$ cat config.mk
export PLATFORM = sky130hd
export DESIGN_NAME = regfile_wb_arbiter_flat
export DESIGN_NICKNAME = d
export VERILOG_FILES = /design/src/rtl/regfile_wb_arbiter_if.sv /design/src/rtl/regfile_wb_arbiter.sv /design/src/flat_wrapper.sv
export SDC_FILE = /design/constraint.sdc
export NUM_CORES = 1
export LEC_CHECK = 0
export ABC_AREA = 0
export BUFFER_PORTS_ARGS = -buffer_cell sky130_fd_sc_hd__buf_4
export CORE_AREA = 2 2 105 107
export CTS_BUF_LIST = sky130_fd_sc_hd__clkbuf_16
export DETAILED_ROUTE_END_ITERATION = 16
export DIE_AREA = 0 0 107 109
export GPL_TIMING_DRIVEN = 0
export PLACE_DENSITY = 0.76
export REMOVE_ABC_BUFFERS = 1
export SLEW_MARGIN = 20
export SYNTH_ARGS = -nofsm -noshare
export SYNTH_HDL_FRONTEND = slang
export SYNTH_SLANG_ARGS = --single-unit
export TNS_END_PERCENT = 50
$ cat constraint.sdc
create_clock -name clk -period 6.24 [get_ports clk]
set_input_delay 0 -clock clk [delete_from_list [all_inputs] [get_ports clk]]
set_output_delay 0 -clock clk [all_outputs]
set_load 0.05 [all_outputs]
$ cat src/rtl/regfile_wb_arbiter_if.sv
// Writeback requester bus: one valid/ready handshake per requester, with
// packed per-requester destination register and write data slices.
interface regfile_wb_arbiter_if #(
  parameter int NREQ = 3,
  parameter int DW   = 16,
  parameter int AW   = 3
);
  logic [NREQ-1:0]    req_valid;
  logic [NREQ-1:0]    req_ready;
  logic [NREQ*AW-1:0] req_rc;
  logic [NREQ*DW-1:0] req_data;

  // Requester side: presents writes and observes the grant.
  modport master (
    output req_valid,
    output req_rc,
    output req_data,
    input  req_ready
  );

  // Arbiter side: observes writes and issues the grant.
  modport slave (
    input  req_valid,
    input  req_rc,
    input  req_data,
    output req_ready
  );
endinterface

$ cat src/rtl/regfile_wb_arbiter.sv
// Round-robin arbiter sharing the single regfile write port among NREQ
// writeback requesters. The winning write is registered for one cycle and
// then presented on the regfile write port.
// Optional feature macro: WB_BYPASS_EN adds read-port forwarding of the
// write currently on the regfile write port.
module regfile_wb_arbiter #(
  parameter int NREQ = 3,
  parameter int DW   = 16,
  parameter int AW   = 3
) (
  input  logic                 clk,
  input  logic                 rst,
  regfile_wb_arbiter_if.slave  wb,
  input  logic                 i_hold,
  output logic                 o_rf_write_enable,
  output logic [AW-1:0]        o_rf_rc,
  output logic [DW-1:0]        o_rf_write_data,
`ifdef WB_BYPASS_EN
  input  logic [AW-1:0]        i_ra,
  input  logic [AW-1:0]        i_rb,
  input  logic [DW-1:0]        i_rd_a_in,
  input  logic [DW-1:0]        i_rd_b_in,
  output logic [DW-1:0]        o_rd_a_out,
  output logic [DW-1:0]        o_rd_b_out,
`endif
  output logic [2:0]           o_grant_id
);

  localparam int PW = 3;

  logic [PW-1:0]   r_rr_ptr;
  logic            r_we_p1;
  logic [AW-1:0]   r_rc_p1;
  logic [DW-1:0]   r_data_p1;
  logic [PW-1:0]   r_gid_p1;

  logic [NREQ-1:0] w_ready;
  logic            w_grant;
  logic [PW-1:0]   w_gnt_idx;
  logic [AW-1:0]   w_sel_rc;
  logic [DW-1:0]   w_sel_data;
  logic [PW-1:0]   w_ptr_next;
  int              w_scan;

  // Stage p0: round-robin search starting at r_rr_ptr; first valid requester wins.
  always_comb begin
    w_ready    = '0;
    w_grant    = 1'b0;
    w_gnt_idx  = '0;
    w_sel_rc   = '0;
    w_sel_data = '0;
    w_scan     = 0;
    if (!rst && !i_hold) begin
      for (int k = 0; k < NREQ; k++) begin
        w_scan = (int'(r_rr_ptr) + k) % NREQ;
        if (!w_grant && wb.req_valid[w_scan]) begin
          w_grant           = 1'b1;
          w_gnt_idx         = PW'(w_scan);
          w_ready[w_scan]   = 1'b1;
          w_sel_rc          = wb.req_rc[w_scan*AW +: AW];
          w_sel_data        = wb.req_data[w_scan*DW +: DW];
        end
      end
    end
  end

  assign wb.req_ready = w_ready;

  // Pointer moves just past the winner so the winner becomes lowest priority.
  always_comb begin
    w_ptr_next = r_rr_ptr;
    if (w_grant) begin
      w_ptr_next = (w_gnt_idx == PW'(NREQ - 1)) ? '0 : w_gnt_idx + PW'(1);
    end
  end

  // Round-robin pointer register.
  always_ff @(posedge clk) begin
    if (rst) begin
      r_rr_ptr <= '0;
    end else begin
      r_rr_ptr <= w_ptr_next;
    end
  end

  // Stage p1: registered winning write; index/data hold when nothing is granted.
  always_ff @(posedge clk) begin
    if (rst) begin
      r_we_p1   <= 1'b0;
      r_rc_p1   <= '0;
      r_data_p1 <= '0;
      r_gid_p1  <= '0;
    end else if (w_grant) begin
      r_we_p1   <= 1'b1;
      r_rc_p1   <= w_sel_rc;
      r_data_p1 <= w_sel_data;
      r_gid_p1  <= w_gnt_idx;
    end else begin
      r_we_p1   <= 1'b0;
    end
  end

  assign o_rf_write_enable = r_we_p1;
  assign o_rf_rc           = r_rc_p1;
  assign o_rf_write_data   = r_data_p1;
  assign o_grant_id        = r_gid_p1;

`ifdef WB_BYPASS_EN
  // Forward the write the regfile commits at the next edge onto the read ports.
  always_comb begin
    o_rd_a_out = (r_we_p1 && (r_rc_p1 == i_ra)) ? r_data_p1 : i_rd_a_in;
    o_rd_b_out = (r_we_p1 && (r_rc_p1 == i_rb)) ? r_data_p1 : i_rd_b_in;
  end
`endif

endmodule

$ cat src/flat_wrapper.sv
// flat-port wrapper written by rule: the top's interface ports become plain ports
module regfile_wb_arbiter_flat 
#(
  parameter int NREQ = 3,
  parameter int DW   = 16,
  parameter int AW   = 3
)
  (clk, rst, i_hold, o_rf_write_enable, o_rf_rc, o_rf_write_data, o_grant_id, wb_req_valid, wb_req_rc, wb_req_data, wb_req_ready);
  regfile_wb_arbiter_if #(.NREQ(NREQ), .DW(DW), .AW(AW)) wb_i ();
  input  logic clk;
  input  logic rst;
  input  logic i_hold;
  output logic o_rf_write_enable;
  output logic [AW-1:0] o_rf_rc;
  output logic [DW-1:0] o_rf_write_data;
  output logic [2:0] o_grant_id;
  input wire logic [$bits(wb_i.req_valid)-1:0] wb_req_valid;
  input wire logic [$bits(wb_i.req_rc)-1:0] wb_req_rc;
  input wire logic [$bits(wb_i.req_data)-1:0] wb_req_data;
  output wire logic [$bits(wb_i.req_ready)-1:0] wb_req_ready;
  assign wb_i.req_valid = wb_req_valid;
  assign wb_i.req_rc = wb_req_rc;
  assign wb_i.req_data = wb_req_data;
  assign wb_req_ready = wb_i.req_ready;
  regfile_wb_arbiter #(.NREQ(NREQ), .DW(DW), .AW(AW)) u_core (.clk(clk), .rst(rst), .wb(wb_i), .i_hold(i_hold), .o_rf_write_enable(o_rf_write_enable), .o_rf_rc(o_rf_rc), .o_rf_write_data(o_rf_write_data), .o_grant_id(o_grant_id));
endmodule
-- After elaboration in Yosys (flattened, before gate mapping)
Cells that the tools add are included.
- reduce and logical (&&, ||, !) cells: 10
- magnitude comparators: 6
- multiplexer cells: 41
- divide/modulo/power cells: 3
- bitwise logic cells: 2
- add/subtract/negate cells: 3
- $mul: 3
- equality and inequality tests: 1
- shift-type cells: 6
- operator list (cell ; number):
    48-bit by 32-bit indexed part select with 16-bit output ; 3
    32-bit by 1-bit greater-or-equal comparator with 1-bit output, second input constant ; 3
    32-bit by 4-bit less-than comparator with 1-bit output, second input constant ; 3
    32-bit by 3-bit multiplier with 32-bit output, second input constant ; 3
    9-bit by 32-bit indexed part select with 3-bit output ; 3
    32-bit by 3-bit remainder unit with 32-bit output, second input constant ; 2
    16-bit 2-to-1 mux ; 4
    3-bit 2-to-1 mux ; 15
    4-bit by 3-bit remainder unit with 32-bit output, second input constant ; 1
    1-bit 2-to-1 mux ; 16
    1-bit binary-select mux with 2-bit select ; 3
    1-bit demux with 2-bit select ; 3
    1-bit logical AND ; 6
    3-bit bitwise OR ; 2
    3-bit by 1-bit adder with 4-bit output, second input constant ; 1
    3-bit by 2-bit adder with 4-bit output, second input constant ; 1
    1-bit zero test ; 4
    3-bit by 1-bit adder with 3-bit output, second input constant ; 1
    3-bit by 2-bit equality test with 1-bit output, second input constant ; 1
- input bits: 63
- word-level logic and storage cells: 80
- register bits: 26
- output and inout bits: 26

-- Depth between registers and ports, before layout
- word-level depth: 16
- gate-level depth with buffers: 29

-- Least setup slack after synthesis
Ideal clock, no wire load.
- kind: register to register
- start point: reg u_core.r_rr_ptr[0]
- end point: reg u_core.r_rc_p1[1], in the netlist u_core.o_rf_rc[1]
- path buffers: 8
- required time: 6.181 ns
- library setup time: 0.059 ns
- setup slack: -0.232 ns
- stages on the path, launching flop included: 29
- arrival time: 6.413 ns
- path through: dfxtp_1 -> clkbuf_1 -> clkbuf_1 -> clkbuf_1 -> inv_1 -> ha_1 -> ha_1 -> ha_1 -> clkbuf_1 -> a31oi_1 -> a211oi_2 -> ha_1 -> a21oi_1 -> nand2_1 -> buf_4 -> xnor2_2 -> clkbuf_1 -> clkbuf_1 -> ha_1 -> clkbuf_1 -> nand2b_1 -> nor2_1 -> nand3_1 -> a21bo_2 -> a2111oi_0 -> o21ai_0 -> mux2_2 -> a21oi_1 -> o221a_2
- cells in the longest elaborated chain, start to end: 14
- RTL lines (what ; RTL line ; source):
    start, declared ; regfile_wb_arbiter.sv:31 ; logic [PW-1:0] r_rr_ptr;
    start signal, assigned ; regfile_wb_arbiter.sv:82 ; r_rr_ptr <= w_ptr_next;
    parallel branches: the longest is 14 deep, another holds 32-bit by 3-bit remainder unit with 32-bit output ; - ;
    end signal, assigned ; regfile_wb_arbiter.sv:95 ; r_rc_p1 <= w_sel_rc;
    end, declared ; regfile_wb_arbiter.sv:33 ; logic [AW-1:0] r_rc_p1;
Several ways; the timed one is not identified. The select of a mux whose other input is x is not followed.
A chain may end at the register's enable or synchronous reset.

-- Final worst setup path
- start point: reg u_core.r_rr_ptr[2]
- end point: reg u_core.r_rc_p1[1], in the netlist u_core.o_rf_rc[1]
The elaborated chain is that of the path after synthesis.

==> summary.txt <==
Critical path
  • Crit path required time: 6.46 ns
  • Crit-path max cell delay: 0.55 ns
  • Cell family with most CP delay: compound AO/OA/AOI/OAI gates
  • Top cell by count, worst path: ha_2
  • Critical Path Sink Type: register
  • Critical-path cell list: ha_4 > nand2_1 > nand2_1 > inv_1 > ha_1 > ha_2 > a31oi_1 > a211oi_2 > ha_2 > a21oi_2 > nand2_4 > mux2i_4 > inv_1 > ha_1 > ha_2 > nand2b_1 > nor2_1 > nand3_1 > a21bo_2 > a2111oi_0 > o21ai_0 > mux2_2 > a21oi_1 > o221a_2
  • Critical path startpoint: u_core.r_rr_ptr[2]
  • Slowest stage cell, crit path: dfxtp_2
  • Worst reg2reg startpoint: u_core.r_rr_ptr[2]
  • Crit path buf inv count: 2
  • Critical path class: register to register
  • Data arrival, critical path: 6.08 ns
  • Largest fanout on the critical path: 15
  • Setup crit start kind: register

Routing
  • DRT antenna net count: 0
  • Final wirelength: 17000 um
  • Initial DRC count: 631
  • TritonRoute pass-1 iters: 7
  • Via Count: 5712
  • DRC viols: 0
  • Via-to-Cell Ratio: 6.38
  • Routed len/inst: 19.0 um

Placement
  • Post-DP HPWL: 12200 um
  • Post-place setup slack: -2.07 ns
  • Area after DPL: 6040 um2
  • Routability cong.: 0.926
  • # port buffers: 88

Floorplan
  • Row Count: 38
  • Core area: 10600 um2
  • Die Footprint: 11700 um2
  • DIE WIDTH: 107 um
  • Initial core utilization: 0.486
  • IO Count: 89
  • Die height: 109 um

Cells and area
  • Fin nets: 878
  • Share of cells above drive strength 1: 0.238
  • Area growth syn-to-layout: 22.8%
  • Post-route cell area: 6320 um2
  • ANT cells: 0
  • Fin util: 0.596

Synthesis
  • Synth Warn #: 0
  • Post-synthesis cell count: 677
  • Mapped Area: 5150 um2
  • Xor and xnor area share after synthesis: 0.0391
  • Adder-Cell Fraction of Synth Area: 0.145
  • Leading area contributor after synthesis: mux2i_1
  • Area share of the largest cell type after synthesis: 0.136
  • Seq/Total Area, Yosys: 0.101
  • Synth Area in Compound Gates: 0.304
  • Mean Syn Cell Area: 7.61 um2
  • Number of flops mapped to enable cells by yosys: 0
  • Synth Area in Simple Gates: 0.163
  • Main combinational cell family by area after synthesis: compound AO/OA/AOI/OAI gates
  • Cell variety after synth: 77
  • Asr flop ratio synth: 0
  • Seq cells post-synth: 26
  • Synth area leaders: mux2i_1 14%, ha_1 13%, dfxtp_1 10%
  • Main flop type after synthesis: dfxtp_1
  • Multiplexer share of the synthesized area: 0.178

Timing
  • # setup viols final: 0
  • Slew headroom: 0.246
  • Measured slew at the worst slew-check pin: 1.12 ns
  • Final Skew: 0.00382 ns
  • Final Critical Period: 5.86 ns
  • Fin. Hold Viols: 0
  • Final TNS setup: 0 ns
  • RSZ-0062 raised after global routing: no
  • Fmax: 171 MHz
  • Final period util: 0.939
  • Final Max Slew Viols: 0
  • Final setup margin: 0.378 ns

Global route
  • First-pass GRT wire length: 27500 um
  • Antenna violations before repair: 0
  • Largest net degree at the start of global routing: 38
  • Number of global-route vias before repair: 5603
  • Total track usage: 0.290
  • Global route overflow: 0

Clock network
  • Maximum root-to-sink buffer count: 2
  • Clock root cell: clkbuf_16
  • CTS tree: built
  • Clock transition at the registers of the reported paths: 0.08 ns
  • Cts bufs inserted: 3
  • CTS sink count: 26
  • H-tree depth: 1
  • Clock latency at the later pin of the worst-skew pair: 0.27 ns

Min path
  • Hold Path Origin: i_hold
  • Worst min path class: primary input to register

Run
  • Max-Cap Viols: 0

Run status
  • Outcome: complete, no violations
## cells by family after synthesis
kind of cell	count (synthesis)
AO/OA/AOI/OAI	225
AND/OR/NAND/NOR	175
buffers and inverters	91
multiplexers	82
adder cells (fa/ha/maj)	58
flip-flops	26
XOR/XNOR	20
## per-stage QoR
stage          instances  hold WS, ns
2_1_floorplan        639        0.162
3_3_place_gp         867        0.285
3_5_place_dp         877        0.297
4_1_cts              887       0.0159
5_1_grt              896       0.0399
6_report             896       0.0288
## routing by layer
metal  global-route usage  vias up  share of wire
met5                    0        -              0
met4                0.122        0          0.031
met3               0.0514       43          0.091
met2                0.490      313           0.47
met1                0.364     2676           0.41
li1                     -     2680              -
## area by class of cell
type	count	area, um2
inverters	53	199
multi-input cells	562	4410
fillers	946	4280
well taps	140	175
repair buffers	111	907
clock inverters	1	30.0
flip-flops and latches	26	529
clock buffers	3	75.1
## tightest hold or removal path, cell delays in order
cell and delay [ns]:
buf_4 0.10, o211ai_1 0.09, o31ai_1 0.07
## cells in the mapped netlist, types with 3 or more instances
library cell   n
buf_1          3
buf_4          3
o2bb2ai_1     19
fa_1           3
nor3_1         9
a21oi_1       45
nand2_1       78
o2111ai_1      3
or2_2          5
a21o_1        11
xor2_1         5
o22ai_1       21
nor2b_1        5
o2bb2a_1       3
a211oi_1       7
xnor2_1       13
buf_2          3
a31oi_1        7
inv_1         51
a31o_2        18
clkbuf_1      29
nand2b_1       8
mux2_2         5
nor4_1         5
dfxtp_1       26
nor3b_1        5
o21ai_0       31
nor2_1        32
ha_1          55
o211ai_1       6
nand3_1       12
o21a_1         3
o31ai_1        6
a22oi_1       18
a211o_1        3
mux2i_1       70
mux4_2         6
## flip-flops by register name, indices dropped and copies added, names as in the netlist
signal                    cells
u_core.o_grant_id             3
u_core.o_rf_write_enable      1
u_core.o_rf_write_data       16
u_core.o_rf_rc                3
u_core.r_rr_ptr               3
## final timing paths
kind	slack, ns	cells after the start	to
setup / recovery	0.38	24	u_core.o_rf_rc[1]
hold / removal	0.03	3	u_core.o_rf_rc[2]
setup reg to reg	0.38	24	u_core.o_rf_rc[1]
hold reg to reg	0.46	1	u_core.o_grant_id[2]
## cells in the final DEF (no fill, tap or decap), types with 3 or more instances in the layout
cell type | netlist | routed
a211oi_1 | 7 | 7
nand2b_1 | 8 | 8
nor4_1 | 5 | 5
dfxtp_1 | 26 | 23
mux2i_1 | 70 | 70
fa_1 | 3 | 3
ha_2 | 0 | 4
a22oi_1 | 18 | 17
o22ai_1 | 21 | 21
a31oi_1 | 7 | 7
o21a_1 | 3 | 3
o211ai_1 | 6 | 6
xnor2_2 | 1 | 3
xor2_1 | 5 | 5
xnor2_1 | 13 | 11
nand3_1 | 12 | 12
a211o_1 | 3 | 3
ha_1 | 55 | 50
buf_4 | 3 | 101
o31ai_1 | 6 | 5
nand2_1 | 78 | 76
inv_1 | 51 | 51
nor3b_1 | 5 | 4
o2bb2ai_1 | 19 | 19
nor3_1 | 9 | 8
or2_2 | 5 | 5
nor2b_1 | 5 | 5
o2111ai_1 | 3 | 3
o2bb2a_1 | 3 | 3
mux4_2 | 6 | 6
a21oi_1 | 45 | 43
nor2_1 | 32 | 32
a21o_1 | 11 | 11
a31o_2 | 18 | 18
buf_6 | 0 | 7
o21ai_0 | 31 | 31
clkbuf_16 | 0 | 3
mux2_2 | 5 | 5
## repair_timing
action,in CTS,in global routing
hold buffers,0,0
setup endpoints to repair,25,6
setup buffers,5,8
hold endpoints to repair,0,0
gates cloned,1,1
pin swaps,3,1
gates resized for setup,8,6
Power is not shown: default switching activity piles up to over one toggle a cycle in this logic, so the estimate is an artifact.
